===== src/rtl/merge_table_resolver_pkg.sv =====
// Shared types for the merge-table resolver: default label width and the FSM
// state encoding (3 bits so a bench can probe the state directly).
package merge_table_resolver_pkg;

  localparam int DEF_WORD_SIZE = 8;

  typedef enum logic [2:0] {
    S_IDLE    = 3'd0,
    S_READ_I  = 3'd1,
    S_CHECK_I = 3'd2,
    S_READ_P  = 3'd3,
    S_WRITE   = 3'd4,
    S_DONE    = 3'd5
  } state_t;

endpackage


===== src/rtl/merge_table_resolver_ram_port_mux.sv =====
// Selects who drives the merge-table RAM: the labeler while the resolver is
// idle, the resolver while it is busy. Purely combinational, zero latency.
module merge_table_resolver_ram_port_mux
  import merge_table_resolver_pkg::*;
#(
  parameter int WORD_SIZE = DEF_WORD_SIZE
) (
  input  logic                 sel_res,
  input  logic                 lbl_wen,
  input  logic [WORD_SIZE-1:0] lbl_waddr,
  input  logic [WORD_SIZE-1:0] lbl_wdata,
  input  logic [WORD_SIZE-1:0] lbl_raddr,
  input  logic                 res_wen,
  input  logic [WORD_SIZE-1:0] res_waddr,
  input  logic [WORD_SIZE-1:0] res_wdata,
  input  logic [WORD_SIZE-1:0] res_raddr,
  output logic                 ram_wen,
  output logic [WORD_SIZE-1:0] ram_waddr,
  output logic [WORD_SIZE-1:0] ram_wdata,
  output logic [WORD_SIZE-1:0] ram_raddr
);

  assign ram_wen   = sel_res ? res_wen   : lbl_wen;
  assign ram_waddr = sel_res ? res_waddr : lbl_waddr;
  assign ram_wdata = sel_res ? res_wdata : lbl_wdata;
  assign ram_raddr = sel_res ? res_raddr : lbl_raddr;

endmodule


===== src/rtl/merge_table_resolver.sv =====
// End-of-frame merge-table flattening: points every label 1..n-1 at its root
// and counts roots, owning the RAM ports while busy.
//
// state     | meaning
// ----------+--------------------------------------------------------------
// IDLE      | labeler owns RAM; wait for start
// READ_I    | present entry i to the RAM
// CHECK_I   | classify entry i: root / invalid (counted as root) / child
// READ_P    | present parent p (already flattened) to the RAM
// WRITE     | write p's root back into entry i
// DONE      | one-cycle done pulse, publish object count
module merge_table_resolver
  import merge_table_resolver_pkg::*;
#(
  parameter int WORD_SIZE = DEF_WORD_SIZE
) (
  input  logic                 clk,
  input  logic                 reset,
  input  logic                 start,
  input  logic [WORD_SIZE-1:0] num_labels,
  output logic                 busy,
  output logic                 done,
  output logic                 stall,
  output logic [WORD_SIZE-1:0] num_objects,
  output logic                 err,
  input  logic                 lbl_wen,
  input  logic [WORD_SIZE-1:0] lbl_waddr,
  input  logic [WORD_SIZE-1:0] lbl_wdata,
  input  logic [WORD_SIZE-1:0] lbl_raddr,
  output logic                 ram_wen,
  output logic [WORD_SIZE-1:0] ram_waddr,
  output logic [WORD_SIZE-1:0] ram_wdata,
  output logic [WORD_SIZE-1:0] ram_raddr,
  input  logic [WORD_SIZE-1:0] ram_rdata
);

  state_t               state, state_nx;
  logic [WORD_SIZE-1:0] i, n, p, count;
  logic [WORD_SIZE-1:0] n_m1;
  logic                 last, is_root;
  logic                 res_wen;
  logic [WORD_SIZE-1:0] res_waddr, res_wdata, res_raddr;

  assign n_m1    = n - 1'b1;
  assign last    = (i == n_m1);
  // An entry pointing upward is invalid; it is still treated as a root.
  assign is_root = (ram_rdata >= i);

  always_ff @(posedge clk or posedge reset) begin
    if (reset) state <= S_IDLE;
    else       state <= state_nx;
  end

  always_comb begin
    state_nx = state;
    case (state)
      S_IDLE:    if (start) state_nx = (num_labels <= WORD_SIZE'(1)) ? S_DONE : S_READ_I;
      S_READ_I:  state_nx = S_CHECK_I;
      S_CHECK_I: begin
        if (!is_root)  state_nx = S_READ_P;
        else if (last) state_nx = S_DONE;
        else           state_nx = S_READ_I;
      end
      S_READ_P:  state_nx = S_WRITE;
      S_WRITE:   state_nx = last ? S_DONE : S_READ_I;
      S_DONE:    state_nx = S_IDLE;
      default:   state_nx = S_IDLE;
    endcase
  end

  always_comb begin
    busy      = (state != S_IDLE);
    done      = (state == S_DONE);
    res_wen   = 1'b0;
    res_waddr = i;
    res_wdata = ram_rdata;
    res_raddr = i;
    case (state)
      S_READ_P: res_raddr = p;
      S_WRITE: begin
        res_wen   = 1'b1;
        res_raddr = p;
      end
      default: ;
    endcase
  end

  assign stall = busy;

  always_ff @(posedge clk or posedge reset) begin
    if (reset) begin
      i           <= '0;
      n           <= '0;
      p           <= '0;
      count       <= '0;
      err         <= 1'b0;
      num_objects <= '0;
    end else begin
      case (state)
        S_IDLE: begin
          if (start) begin
            n     <= num_labels;
            i     <= WORD_SIZE'(1);
            err   <= 1'b0;
            count <= '0;
          end
        end
        S_CHECK_I: begin
          p <= ram_rdata;
          if (is_root) begin
            count <= count + 1'b1;
            if (ram_rdata > i) err <= 1'b1;
            if (!last) i <= i + 1'b1;
          end
        end
        S_WRITE:  if (!last) i <= i + 1'b1;
        S_DONE:   num_objects <= count;
        default: ;
      endcase
    end
  end

  merge_table_resolver_ram_port_mux #(.WORD_SIZE(WORD_SIZE)) u_mux (
    .sel_res   (busy),
    .lbl_wen   (lbl_wen),
    .lbl_waddr (lbl_waddr),
    .lbl_wdata (lbl_wdata),
    .lbl_raddr (lbl_raddr),
    .res_wen   (res_wen),
    .res_waddr (res_waddr),
    .res_wdata (res_wdata),
    .res_raddr (res_raddr),
    .ram_wen   (ram_wen),
    .ram_waddr (ram_waddr),
    .ram_wdata (ram_wdata),
    .ram_raddr (ram_raddr)
  );

endmodule


===== config.mk =====
export PLATFORM = sky130hd
export DESIGN_NAME = merge_table_resolver
export DESIGN_NICKNAME = d
export VERILOG_FILES = /design/src/rtl/merge_table_resolver_pkg.sv /design/src/rtl/merge_table_resolver_ram_port_mux.sv /design/src/rtl/merge_table_resolver.sv
export SDC_FILE = /design/constraint.sdc
export NUM_CORES = 1
export LEC_CHECK = 0
export BUFFER_PORTS_ARGS = -buffer_cell sky130_fd_sc_hd__clkbuf_2
export CORE_MARGIN = 2
export CORE_UTILIZATION = 40
export DETAILED_ROUTE_END_ITERATION = 8
export GPL_TIMING_DRIVEN = 0
export PLACE_DENSITY = 0.69
export SETUP_SLACK_MARGIN = 0.15
export SYNTH_ARGS = -nofsm -noshare
export SYNTH_HDL_FRONTEND = slang
export SYNTH_SLANG_ARGS = --single-unit

===== constraint.sdc =====
create_clock -name clk -period 6.96 [get_ports clk]
set_clock_uncertainty 0.2 [all_clocks]
set_input_delay 2.088 -clock clk [delete_from_list [all_inputs] [get_ports clk]]
set_output_delay 2.088 -clock clk [all_outputs]
set_load 0.02 [all_outputs]

==> results_dict.tcl <==
set metrics [dict create \
    clock_sinks 44 \
    hold_start "num_objects[2]" \
    cts_tree "yes" \
    multi_input_area_um2 1770 \
    root_buffer "clkbuf_8" \
    reg2regPathDepth 9 \
    drt_iter0_markers 260 \
    powerDensity_nw_per_um2 450 \
    nets 534 \
    fillers 728 \
    antenna_found_initial 0 \
    cts-buffers-inserted 5 \
    htree_levels 2 \
    first_global_vias 2881 \
    crit_required_ns 4.67 \
    port_buffers 80 \
    synth.avg_cell_area_um2 7.77 \
    area_growth_pct 21.4 \
    final_common_cell "nand2_1" \
    final_cell_mix "nand2_1 (117), clkbuf_2 (80), dfrtp_1 (44)" \
    drc 0 \
    synth_edf_count 0 \
    cap_violations 0 \
    status "complete, no violations" \
    reg2reg_slack_ns 4.21 \
    die-width_um 91.2 \
    dpl.cell_count 571 \
    critPathCaptureType "output port" \
    arrival_ns 2.85 \
    postSynthCellCount 391 \
    gp_congestion 0.843 \
    cts-hold-fix-buffers 0 \
    r2r_end "i[5]" \
    rsz0062_at_grt "no" \
    synth_area_um2 3040 \
    critical_path_class "in -> out" \
    dr.pass1.iters 6 \
    yosys_warnings 0 \
    hold_path_end "num_objects[2]" \
    fin_setup_tns_ns 0 \
    clock_path_buffers 2 \
    dp_hpwl_mm 6.30 \
    yosysTopAreaCell "dfrtp_1" \
    grt.total_usage_pct 20.3 \
    ys_seq_area_share_pct 36.2 \
    worstHoldPathCells 2 \
    cp_max_fo 1 \
    start_kind "input pin" \
    globalRoute.totalOverflow 0 \
    final.min_clock_period_ns 5.14 \
    fp.coreArea_um2 7290 \
    regArea_um2 1100 \
    drt-total-wl_mm 8.15 \
    fmax_mhz 194 \
    setup_viol 0 \
    die_h_um 91.2 \
    synthArstFlopShare_pct 100 \
    leakage_nw 1.84 \
    ys_seq_elements 44 \
    post_cts_buffers 0 \
    worst_pin_slew_ns 0.657 \
    vias 3032 \
    ant_nets 0 \
    drive_above_1_share_pct 22.9 \
    hold_path.class "reg -> reg" \
    drv_slew 0 \
    cts_resized 0 \
    min_period_over_period_pct 73.9 \
    netlist.area_leader.share_pct 36.2 \
    hold_viol_final 0 \
    vias_per_cell 5.24 \
    instances_no_fill 579 \
    io_pins 81 \
    grt_max_degree 24 \
    antenna_cells 0 \
    synthTopCellsByArea "dfrtp_1 (36%), nand2_1 (14%), ha_1 (4.5%), nor2_1 (4.1%), mux2i_1 (4.0%)" \
    start_util_pct 41.7 \
    vdd_ir_drop_max_v 0.000170 \
    grt_pass1_wl_mm 13.8 \
    dieArea_um2 8310 \
    fp-row-count 31 \
    r2r_start "i[1]" \
    syn-num-nets 446 \
    synth_cell_type_count 50 \
    synthFlopType "dfrtp_1" \
    clk_pin_slew_ns 0.09 \
    slew_headroom_pct 55.9 \
    wl_per_cell_um 14.1 \
    insertion_delay_ns 0.31 \
]
[how the worst max path moves through the flow]
| stage | start | to | slack [ns] | cells after the start |
|---|---|---|---|---|
| 3_5_place_dp | lbl_raddr[5] | ram_raddr[5] | 1.84 | 5 |
| 3_3_place_gp | lbl_raddr[5] | ram_raddr[5] | 1.82 | 5 |
| 6_report | lbl_raddr[4] | ram_raddr[4] | 1.82 | 5 |
| 5_1_grt | lbl_raddr[4] | ram_raddr[4] | 1.81 | 5 |
| 4_1_cts | lbl_raddr[5] | ram_raddr[5] | 1.84 | 5 |
| 2_1_floorplan | lbl_raddr[0] | ram_raddr[0] | 2.01 | 3 |
[registers in the layout, summed over array words and instances, names as in the netlist]
signal,flops
count,8
err,1
i,8
n,8
num_objects,8
p,8
state,3
[logic make-up after synthesis]
group / synth area share (%)
simple gates: 30.0
compound gates: 14.6
flops: 36.2
buf+inv: 5.48
xor+xnor: 5.19
mux: 3.95
fa+ha+maj: 4.53
[stage by stage]
| step | worst slack, ns | util, % | hold WS (ns) | power [W] | instance area (µm²) |
|---|---|---|---|---|---|
| floorplan | 2.01 | - | 0.260 | 0.00119 | 3040 |
| global placement | 1.82 | 48.9 | 0.257 | 0.00145 | 3560 |
| detailed placement | 1.84 | 49.2 | 0.264 | 0.00148 | 3590 |
| CTS | 1.84 | 50.6 | 0.287 | 0.00166 | 3690 |
| global route | 1.81 | 50.6 | 0.318 | 0.00180 | 3690 |
| finish | 1.82 | 50.6 | 0.279 | 0.00166 | 3690 |
[synth_stat cells, drive strengths merged, types with 11 or more instances]
| cell | instances |
|---|---|
| mux2i | 12 |
| inv | 14 |
| o21ai | 25 |
| xnor2 | 11 |
| ha | 11 |
| dfrtp | 44 |
| clkbuf | 15 |
| nand2 | 119 |
| nor3 | 11 |
| nor2 | 34 |
| a21oi | 18 |
[where the power goes]
| group | switching [W] | total [W] | internal, W |
|---|---|---|---|
| Sequential | 0.0000930 | 0.000430 | 0.000337 |
| Clock | 0.0000951 | 0.000176 | 0.0000805 |
| Combinational | 0.000668 | 0.00105 | 0.000384 |
[per-layer routing]
metal  share of wire, %  track usage [%]  vias to the layer above  wire length [µm]
met5                  0                0                        -                 0
met4                2.6             7.83                        0               210
met3                5.5             3.24                       16               446
met2                 46             32.2                      121              3730
met1                 46             27.9                     1411              3770
li1                   -                -                     1484                 -
[layout make-up]
cell class / count / area share, %
multi-input cells: 309 / 48.0
repair buffers: 81 / 11.6
well taps: 99 / 3.36
flip-flops and latches: 44 / 29.9
clock buffers: 6 / 2.24
inverters: 15 / 1.53
clock inverters: 2 / 0.407
plain buffers: 23 / 2.99
[worst max-delay path, stage by stage]
cell and delay, ns:
clkbuf_2 0.10, mux2i_1 0.06, a22o_1 0.20, a21oi_1 0.20
clkbuf_2 0.21
No activity file was read; power rests on OpenSTA's default activity.
